## config.mk

```make
export PLATFORM = sky130hd
export DESIGN_NAME = simon_enc_ctrl
export DESIGN_NICKNAME = d
export VERILOG_FILES = /design/src/rtl/simon_enc_ctrl.sv
export SDC_FILE = /design/constraint.sdc
export NUM_CORES = 1
export LEC_CHECK = 0
export ABC_AREA = 0
export BUFFER_PORTS_ARGS = -buffer_cell sky130_fd_sc_hd__buf_2
export CAP_MARGIN = 20
export CORE_UTILIZATION = 40
export DETAILED_ROUTE_END_ITERATION = 12
export HOLD_SLACK_MARGIN = 0.1
export MAX_ROUTING_LAYER = met4
export SLEW_MARGIN = 15
export SYNTH_ARGS = -nofsm -noshare
export SYNTH_HDL_FRONTEND = slang
export SYNTH_SLANG_ARGS = --single-unit
```

## constraint.sdc

```tcl
create_clock -name clk -period 4.08 [get_ports clk]
set_input_delay 0.204 -clock clk [delete_from_list [all_inputs] [get_ports clk]]
set_output_delay 0.204 -clock clk [all_outputs]
set_load 0.01 [all_outputs]
```

## src/rtl/simon_enc_ctrl.sv

```systemverilog
// -----------------------------------------------------------------------------
// simon_enc_ctrl
//
// Sequencing controller for a Simon 32/64 encryption engine. It asks the key
// schedule to expand the key and waits for that to finish. It then accepts one
// 32-bit plaintext at a time and runs the Feistel rounds itself, pulling one
// round key per cycle by index. It presents the ciphertext on a valid/ready
// port. Rekey requests that arrive mid-block are held pending and serviced
// before the next plaintext is accepted.
//
// Ports
//   clk       in   1   single clock, rising edge
//   rst       in   1   synchronous reset, active-low
//   ks_start  out  1   one-cycle request to (re)expand the key
//   ks_done   in   1   key schedule has all round keys valid (level)
//   rk_idx    out  5   round-key index (0 outside the round loop)
//   rk        in  16   round key for rk_idx, valid in the same cycle
//   pt_valid  in   1   plaintext offered
//   pt_ready  out  1   plaintext can be accepted
//   pt        in  32   plaintext {x, y}
//   ct_valid  out  1   ciphertext available
//   ct_ready  in   1   downstream accepts ciphertext
//   ct        out 32   ciphertext {x, y}
//   rekey     in   1   key changed upstream, re-expansion requested
//   busy      out  1   high in every state except READY
// -----------------------------------------------------------------------------
module simon_enc_ctrl #(
    parameter int ROUNDS = 32
) (
    input  logic        clk,
    input  logic        rst,
    output logic        ks_start,
    input  logic        ks_done,
    output logic [4:0]  rk_idx,
    input  logic [15:0] rk,
    input  logic        pt_valid,
    output logic        pt_ready,
    input  logic [31:0] pt,
    output logic        ct_valid,
    input  logic        ct_ready,
    output logic [31:0] ct,
    input  logic        rekey,
    output logic        busy
);

    typedef enum logic [2:0] {
        S_KS_REQ,
        S_KS_WAIT,
        S_READY,
        S_ROUND,
        S_OUT
    } state_t;

    localparam logic [4:0] LAST_ROUND = 5'(ROUNDS - 1);

    state_t      state_q, state_d;
    logic [4:0]  r_q, r_d;
    logic        rekey_pend_q, rekey_pend_d;
    logic        ks_start_q, ks_start_d;
    logic        ct_valid_q, ct_valid_d;
    logic [31:0] ct_q, ct_d;
    logic [4:0]  rk_idx_q, rk_idx_d;
    logic        busy_q, busy_d;
    logic [15:0] x_q, x_d;
    logic [15:0] y_q, y_d;
    logic [15:0] x_next;

    // Simon round function: (rotl1 & rotl8) ^ rotl2, all 16-bit.
    function automatic logic [15:0] simon_f(input logic [15:0] v);
        logic [15:0] r1;
        logic [15:0] r2;
        logic [15:0] r8;
        r1 = {v[14:0], v[15]};
        r2 = {v[13:0], v[15:14]};
        r8 = {v[7:0], v[15:8]};
        return (r1 & r8) ^ r2;
    endfunction

    assign x_next = y_q ^ simon_f(x_q) ^ rk;

    // pt_ready depends on the live rekey input so that a rekey arriving in the
    // same cycle as a plaintext always wins the tie.
    assign pt_ready = (state_q == S_READY) && !rekey && !rekey_pend_q;
    assign ks_start = ks_start_q;
    assign rk_idx   = rk_idx_q;
    assign ct_valid = ct_valid_q;
    assign ct       = ct_q;
    assign busy     = busy_q;

    always_comb begin
        state_d      = state_q;
        r_d          = r_q;
        rekey_pend_d = rekey_pend_q;
        ks_start_d   = 1'b0;
        ct_valid_d   = ct_valid_q;
        ct_d         = ct_q;
        rk_idx_d     = 5'd0;
        x_d          = x_q;
        y_d          = y_q;

        unique case (state_q)
            S_KS_REQ: begin
                // Reset lands here with ks_start low; the request is raised on
                // the first active cycle. Entry from READY arrives with it
                // already high, so the pulse is always exactly one cycle.
                if (ks_start_q) begin
                    state_d = S_KS_WAIT;
                end else begin
                    ks_start_d = 1'b1;
                end
            end
            S_KS_WAIT: begin
                if (ks_done) begin
                    state_d = S_READY;
                end
            end
            S_READY: begin
                if (rekey || rekey_pend_q) begin
                    state_d      = S_KS_REQ;
                    rekey_pend_d = 1'b0;
                    ks_start_d   = 1'b1;
                end else if (pt_valid) begin
                    x_d     = pt[31:16];
                    y_d     = pt[15:0];
                    r_d     = 5'd0;
                    state_d = S_ROUND;
                end
            end
            S_ROUND: begin
                x_d = x_next;
                y_d = x_q;
                r_d = r_q + 5'd1;
                if (rekey) begin
                    rekey_pend_d = 1'b1;
                end
                if (r_q == LAST_ROUND) begin
                    ct_d       = {x_next, x_q};
                    ct_valid_d = 1'b1;
                    state_d    = S_OUT;
                end else begin
                    rk_idx_d = r_q + 5'd1;
                end
            end
            S_OUT: begin
                if (rekey) begin
                    rekey_pend_d = 1'b1;
                end
                if (ct_ready) begin
                    ct_valid_d = 1'b0;
                    state_d    = S_READY;
                end
            end
            default: begin
                state_d = S_KS_REQ;
            end
        endcase

        busy_d = (state_d != S_READY);
    end

    // ---- control registers (reset) ----
    always_ff @(posedge clk) begin
        if (!rst) begin
            state_q      <= S_KS_REQ;
            r_q          <= 5'd0;
            rekey_pend_q <= 1'b0;
            ks_start_q   <= 1'b0;
            ct_valid_q   <= 1'b0;
            ct_q         <= 32'd0;
            rk_idx_q     <= 5'd0;
            busy_q       <= 1'b1;
        end else begin
            state_q      <= state_d;
            r_q          <= r_d;
            rekey_pend_q <= rekey_pend_d;
            ks_start_q   <= ks_start_d;
            ct_valid_q   <= ct_valid_d;
            ct_q         <= ct_d;
            rk_idx_q     <= rk_idx_d;
            busy_q       <= busy_d;
        end
    end

    // ---- Feistel datapath (no reset, always reloaded on acceptance) ----
    always_ff @(posedge clk) begin
        x_q <= x_d;
        y_q <= y_d;
    end

endmodule

```

Word-level counts from Yosys, hierarchy flattened
Index checks and enable logic that the tools add are counted.
- RAM bits: 0
- memory bits (read-only): 0
- output and inout port bits: 41
- memories kept: 0
- bits in registers: 81
- input bits: 54
- logic and storage cells: 69
- bits in latches: 0
- $lt $le $gt $ge: 0
- reductions and logical operators: 15
- bitwise gates (word level): 6
- $add $sub $neg: 1
- multipliers: 0
- shifts and indexed selects: 0
- muxes and demuxes: 25
- equal/unequal tests: 12
- div/mod/pow operators: 0
- operator list (kind ; number):
    2-to-1 mux 16 bit ; 4
    case mux 16 bit (2 select lines) ; 2
    XOR 16 bit ; 3
    2-to-1 mux 3 bit ; 6
    bitwise AND 16 bit ; 1
    case mux 3 bit (5 select lines) ; 1
    2-to-1 mux 5 bit ; 2
    case mux 5 bit (2 select lines) ; 1
    AND reduction 3 bit ; 3
    != test 2 bit (second input constant) ; 4
    == test 3 x 2 -> 1 bit (second input constant) ; 2
    2-to-1 mux 1 bit ; 6
    case mux 1 bit (2 select lines) ; 3
    nonzero test 2 bit ; 3
    adder 5 x 1 -> 5 bit (second input constant) ; 1
    == test 5 bit (second input constant) ; 1
    != test 2 x 1 -> 1 bit (second input constant) ; 2
    == test 3 x 1 -> 1 bit (second input constant) ; 1
    == test 3 bit (second input constant) ; 1
    logical NOT 3 bit ; 1
    != test 3 x 2 -> 1 bit (second input constant) ; 1
    OR reduction 3 bit ; 1
    logical AND 1 bit ; 2
    logical NOT 1 bit ; 2
    4 further kinds ; 5

Logic depth before layout (Yosys ltp)
Gate-level depths: netlist of the first run.
- depth in word-level cells: 5
- mapped depth: 8
- gate-level depth less buffers: 6

Worst setup path after synthesis of the first run
OpenSTA, ideal clock, no wires.
- kind: register to register
- start: reg rekey_pend_q
- end: reg x_q[0] (enable)
- cell stages (with the launch flop): 3
- path slack: 1.192 ns
- arrival: 2.451 ns
- required time: 3.643 ns
- library setup time: 0.437 ns
- cell sequence: dfxtp_1 or3b_4 a21oi_1
- cells in the longest elaborated chain, start to end: 3
- RTL lines (element ; line ; source):
    start: declaration ; 58 ; logic rekey_pend_q, rekey_pend_d;
    start signal: assignment ; 175 ; rekey_pend_q <= rekey_pend_d;
    logical OR 1 bit ; 118 ; if (rekey || rekey_pend_q) begin
    != test 2 bit (no source line) ; - ;
    AND reduction 3 bit (no source line) ; - ;
    end signal: assignment ; 186 ; x_q <= x_d;
    end: declaration ; 64 ; logic [15:0] x_q, x_d;
No other way between the ends.
A chain may end at the register's enable or synchronous reset.

Final worst setup path of the first run
- start: reg r_q[0]
- end: reg ct_q[17], in the netlist ct[17]
- cells in the longest elaborated chain, start to end: 2
- RTL lines (element ; line ; source):
    start: declaration ; 57 ; logic [4:0] r_q, r_d;
    start signal: assignment ; 174 ; r_q <= r_d;
    == test 5 bit ; 136 ; if (r_q == LAST_ROUND) begin
    AND reduction 2 bit (no source line) ; - ;
    end signal: assignment ; 178 ; ct_q <= ct_d;
    end: declaration ; 61 ; logic [31:0] ct_q, ct_d;
No other way between the ends.

==> metrics.txt, run 1 <==
status=finished clean; placed cells=587; vias post-DR=2,949; post-route ant nets=0; Placer Congestion=0.774; Final Hold Viols=0; max_cap viols=0; WP data required=about 4.4 ns; Setup-failing EPs final=0; crit start category=register; Inserted Diodes=0; Final period util=62.1%; crit-path max FO=28; slowest stage delay, CP=between 0.7 and 0.8 ns; worst hold path class=primary input to register; Slew HR=approximately 40%; Seq/Total Area, Yosys=51.1%; Power Density=361 nW/um^2; CP Launch Point=r_q[0]; Initial Util=between 40 and 50%; Non-Filler Instances=603; Die ar.=9900 sq um; row count=35; dominant synthesized flop cell=dfxtp_1; top cell family by delay on the critical path=simple AND/OR/NAND/NOR gates; Clock transition at path regs=0.08 ns; largest net degree at the start of global routing=49; CTS max path bufs=2; number of fill cells=898; post-synthesis area per instance=about 9.9 sq um; io pins=95; Yosys reg bits=81; Critical Path AT=2.81 ns; Slew Viols, Final=0; first-pass GRT wire length=~15 mm; HPWL Detailed=6.71 mm; net count reported at finish=525; ys async rst share=0%; RSZ-0062 raised after global routing=no; Core ar.=9240 sq um; CTS Buf Count=9; grt total ovfl=0; routed len/inst=15.6 microns; drt pass-1 iters=4; initial antenna violation count=0; EDFF count, synth=32; CTS HTree Levels=3; Pwr Total=1.66 mW; Core Util, Final=49.8%; number of global-route vias before repair=between 2k and 3k; Top cell by count, worst path=ha_1; Synthesized Nets=440; CP Class=register to register; Critical Path Sink Type=register; maximum VDD drop=160 uV; Period minus WS final=roughly 2.5 ns; hold buffer count at CTS=0; most common cell after layout, fill and taps aside=nand2_1; worst path bufs/invs=1; Max stage delay cell, worst path=and4b_1; share of cells above drive strength 1=approximately a quarter; Syn Inst Count=384; PortBufs=94; GRT Resource Usage Total=20.5%; TritonCTS clock tree=built; root buf cell=clkbuf_8; Syn. warnings=0; Final Skew=a little under 0.007 ns; setup TNS=0 ns; fmax=approximately 390 MHz; post-CTS sizing=0; RR Startpoint=r_q[0]; most frequent cells in the layout=nand2_1, buf_2, dfxtp_1; Slew @ Worst Pin=slightly above 0.9 ns; # clock sinks=slightly above 80; Setup Fix Bufs, Post-CTS=0; DRC violation total after the first TritonRoute iteration=151; Skew-Pair Late Insertion Delay=0.35 ns; mapped cell area=3800 sq um; P_leak=2.11 nW; hold path start=pt[5]; routed wire length=9.39 mm; CP Cell Sequence=ha_1, and3_1, ha_1, and4b_1, buf_4, o21ai_0, a21oi_1; drc violations=0; DR vias/cell=4.89; area grow syn2layout=20.9%; die height=99.5 microns; count of different cell masters after synthesis=44; die width=around 100 microns
Yosys cell counts (2+ instances only):
| cell | instances | share of area (%) |
|---|---|---|
| a21boi_0 | 19 | 3.8 |
| a21oi_1 | 19 | 2.5 |
| a22oi_1 | 3 | 0.59 |
| and2_1 | 3 | 0.49 |
| and3_1 | 3 | 0.49 |
| and3b_1 | 2 | 0.46 |
| buf_2 | 11 | 1.4 |
| clkbuf_1 | 10 | 0.99 |
| dfxtp_1 | 49 | 26 |
| edfxtp_1 | 32 | 25 |
| ha_1 | 2 | 0.66 |
| inv_1 | 5 | 0.49 |
| nand2_1 | 117 | 12 |
| nand2b_1 | 2 | 0.33 |
| nand3_1 | 4 | 0.53 |
| nor2_1 | 4 | 0.39 |
| nor2b_1 | 2 | 0.33 |
| nor3b_1 | 2 | 0.39 |
| o21ai_0 | 36 | 4.7 |
| o22ai_1 | 3 | 0.49 |
| or2_2 | 2 | 0.33 |
| xnor2_1 | 17 | 3.9 |
| xnor3_1 | 16 | 9.5 |
power by group:
group | switching (mW) | internal, mW
logic | 0.0798 | 0.0788
registers | 0.0221 | 0.858
clock network | 0.289 | 0.333
total | 0.390 | 1.27
area by class of cell:
cell class | instances | area (sq um) | area share [%]
clock buffer | 11 | 163 | 3.54
multi-input combinational | 275 | 1750 | 38.1
timing repair buffer | 97 | 513 | 11.2
sequential | 81 | 1940 | 42.2
clock inverter | 5 | 50.0 | 1.09
inverter | 5 | 18.8 | 0.408
tap | 129 | 161 | 3.51
logic make-up (layout without fill, tap and decap cells):
logic type,Yosys count,in the layout,synth area share (%)
buffers and inverters,28,118,3.22
DFF,81,81,51.1
adders and majority gates,2,2,0.658
and+or+nand+nor,151,151,17.5
xor gates and xnor gates,34,34,13.6
AOI/OAI and AO/OA,87,87,13.7
muxes,1,1,0.263
tightest hold or removal path, delay by kind of cell:
kind	cells	cell delay (ns)
buffers and inverters	1	0.07
and+or+nand+nor	2	0.09
state kept, by name (all words and copies together) (netlist names), 3 cells and up:
signal / cells
ct: 32
r_q: 5
rk_idx: 5
state_q: 3
x_q: 16
y_q: 16
routing by layer:
layer | share of wire [%] | vias up | track usage [%]
met1 | 46 | 1386 | 26.2
met5 | 0 | - | -
met2 | 48 | 76 | 33.0
met3 | 4.1 | 9 | 3.37
met4 | 1.1 | 0 | 7.81
li1 | - | 1478 | -
stage by stage:
stage | cell area, sq um | setup slack, ns | hold slack [ns]
finish | 4600 | 1.54 | 0.122
global route | 4600 | 1.25 | 0.116
CTS | 4600 | 1.52 | 0.106
detailed placement | 4390 | 1.52 | 0.460
global placement | 4360 | 1.68 | 0.454
floorplan | 3800 | 1.19 | 0.386
worst paths after layout:
kind	endpoint	slack (ns)	depth (start not counted)
max	ct[17]	1.54	7
min	y_q[5]	0.12	3
max reg2reg	ct[17]	1.54	7
min reg2reg	ct[5]	0.47	2
(Power assumes the default switching activity.)
==> run 2, diff against run 1 <==
--- a/config.mk
+++ b/config.mk
@@ -12,6 +12,7 @@
 export DETAILED_ROUTE_END_ITERATION = 12
 export HOLD_SLACK_MARGIN = 0.1
 export MAX_ROUTING_LAYER = met4
+export PLACE_DENSITY = 0.65
 export SLEW_MARGIN = 15
 export SYNTH_ARGS = -nofsm -noshare
 export SYNTH_HDL_FRONTEND = slang
==> constraint.sdc (replaced) <==
create_clock -name clk -period 2.2 [get_ports clk]
set_input_delay 0.11 -clock clk [delete_from_list [all_inputs] [get_ports clk]]
set_output_delay 0.11 -clock clk [all_outputs]
set_load 0.01 [all_outputs]
==> run 2 against run 1 <==
Compared with the run above:
- global-route usage rose by 0.14 points
- final area rose by 7.0%
- sequential power grew 85%
- total power is 77% higher
- die area stayed put
- clock skew up 0.0052 ns
==> metrics.txt, run 2 (synthesis results as in run 1) <==
worst hold margin=0.149 ns (+0.0271 ns); Flop pwr share=55.6% (+2.6 points); row count=35 (unchanged); area occupied by multi-input gates=1750 sq um (unchanged); first-pass GRT wire length=15.1 mm (+2.4%); max FFs per register=32 (unchanged); final worst-path setup slack=0.276 ns (-1.27 ns); vias post-DR=3,093 (+4.9%); number of global-route vias before repair=3,001 (+1.9%); max_cap viols=0 (unchanged); crit start category=register; Skew-Pair Late Insertion Delay=0.36 ns (about the same); Slew @ Worst Pin=0.689 ns (-0.223 ns); worst hold path class=primary input to register; WP data required=2.47 ns (-1.89 ns); Gate power share=11.5% (+1.9 points); area grow syn2layout=29.3%; routed len/inst=14.8 microns (-5.0%); Die ar.=9900 sq um (unchanged); Power Density=597 nW/um^2 (+65%); largest net degree at the start of global routing=50 (+2.0%); Final period util=87.5% (+25 points); most common cell after layout, fill and taps aside=nand2_1; number of fill cells=849 (-5.5%); root buf cell=clkbuf_8; placed cells=589 (+0.34%); Core Util, Final=53.2% (+3.5 points); setup TNS=0 ns (unchanged); Initial Util=41.2% (unchanged); status=finished clean; reg-to-reg setup timing slack=0.28 ns (-1.27 ns); CTS HTree Levels=3 (unchanged); Setup Fix Bufs, Post-CTS=0 (unchanged); Period minus WS final=1.92 ns (-0.611 ns); io pins=95 (unchanged); Slew HR=54.1% (+15 points); Slew Viols, Final=0 (unchanged); initial antenna violation count=0 (unchanged); Switch Pwr=754 uW (+93%); Sw Ratio=25.7% (+2.2 points); # clock sinks=81 (unchanged); register area=1940 sq um (unchanged); Power Internal=2.18 mW (+72%); die height=99.5 microns (unchanged); grt total ovfl=0 (unchanged); met2 WL post-DR=4.39 mm (-3.4%); GRT Resource Usage Total=20.7% (+0.14 points); drc violations=0 (unchanged); Placed Area=4420 sq um (+0.74%); CP Class=register to register; Inserted Diodes=0 (unchanged); Critical Path Sink Type=register; routed wire length=9.44 mm (+0.50%); Core ar.=9240 sq um (unchanged); Placer Congestion=0.818 (+5.7%); Pwr Total=2.94 mW (+77%); WL met3=414 microns (+8.4%); most frequent cells in the layout=nand2_1, buf_2, dfxtp_1; fmax=520 MHz (+32%); PortBufs=94 (unchanged); DRC violation total after the first TritonRoute iteration=128 (-15%); M1 wire length=4.44 mm (+2.1%); P_leak=2.24 nW (+6.0%); RSZ-0062 raised after global routing=no; TritonCTS clock tree=built; Non-Filler Instances=638 (+5.8%); share of cells above drive strength 1=23.4% (-1.1 points); Setup-failing EPs final=0 (unchanged); dpl ws=0.300 ns (-1.22 ns); CTS Buf Count=9 (unchanged); final instance area=4920 sq um (+7.0%); HPWL Detailed=6.59 mm (-1.8%); Final Hold Viols=0 (unchanged); drt pass-1 iters=4 (unchanged); maximum VDD drop=232 uV (+45%); post-route ant nets=0 (unchanged); crit-path max FO=49 (+75%); top layer used by detailed routing=met4; Critical Path AT=2.19 ns (-0.62 ns); hold buffer count at CTS=33 (+33); Final Skew=0.0121 ns (+0.00521 ns); CTS max path bufs=2 (unchanged); net count reported at finish=560 (+6.7%); clock network fraction of design power=32.8% (-4.6 points); post-CTS sizing=0 (unchanged); DR vias/cell=4.85 (-0.87%); die width=99.5 microns (unchanged); Clock transition at path regs=0.09 ns (about the same)
-- run 2: cell count changes in the layout (fill, tap and decap cells not counted), moves of 2 or more --
| cell | delta |
|---|---|
| buf_12 | +3 |
| dlygate4sd3_1 | +33 |
| clkinvlp_4 | +2 |
| clkinv_4 | +2 |
-- run 2: layer usage --
layer  global-route usage (%)  vias up
li1                         -     1555
met1                     27.2     1438
met2                     32.6       86
met3                     2.67       14
met4                     8.14        0
met5                        -        -
-- run 2: area by class of cell --
class / instances / share of cell area [%]
Sequential cell: 81 / 39.5
Multi-Input combinational cell: 275 / 35.6
Timing Repair Buffer: 132 / 17.8
Tap cell: 129 / 3.28
Clock buffer: 9 / 2.52
Clock inverter: 7 / 0.966
Inverter: 5 / 0.381
-- run 2: final timing paths --
check                            start      endpoint  depth (start not counted)
worst min-delay path             rekey  rekey_pend_q                          3
worst min register to register   ct[9]         ct[9]                          2
worst max register to register  r_q[0]        ct[15]                          7
worst max-delay path            r_q[0]        ct[15]                          7
-- run 2: power groups by stage --
stage | Clock, mW | Sequential [mW] | Combinational, mW
after CTS | 0.993 | 1.63 | 0.339
final | 0.965 | 1.63 | 0.339
after global placement | 0 | 1.67 | 0.290
after detailed placement | 0 | 1.67 | 0.293
after global routing | 1.03 | 1.64 | 0.372
after floorplan | 0 | 1.64 | 0.194
-- run 2: worst max-delay path, stage by stage (launching register included) --
cell	delay [ns]
dfxtp_1	0.42
ha_1	0.25
and3_1	0.18
ha_1	0.24
and4b_1	0.27
buf_12	0.22
nand2_1	0.07
a21boi_0	0.18
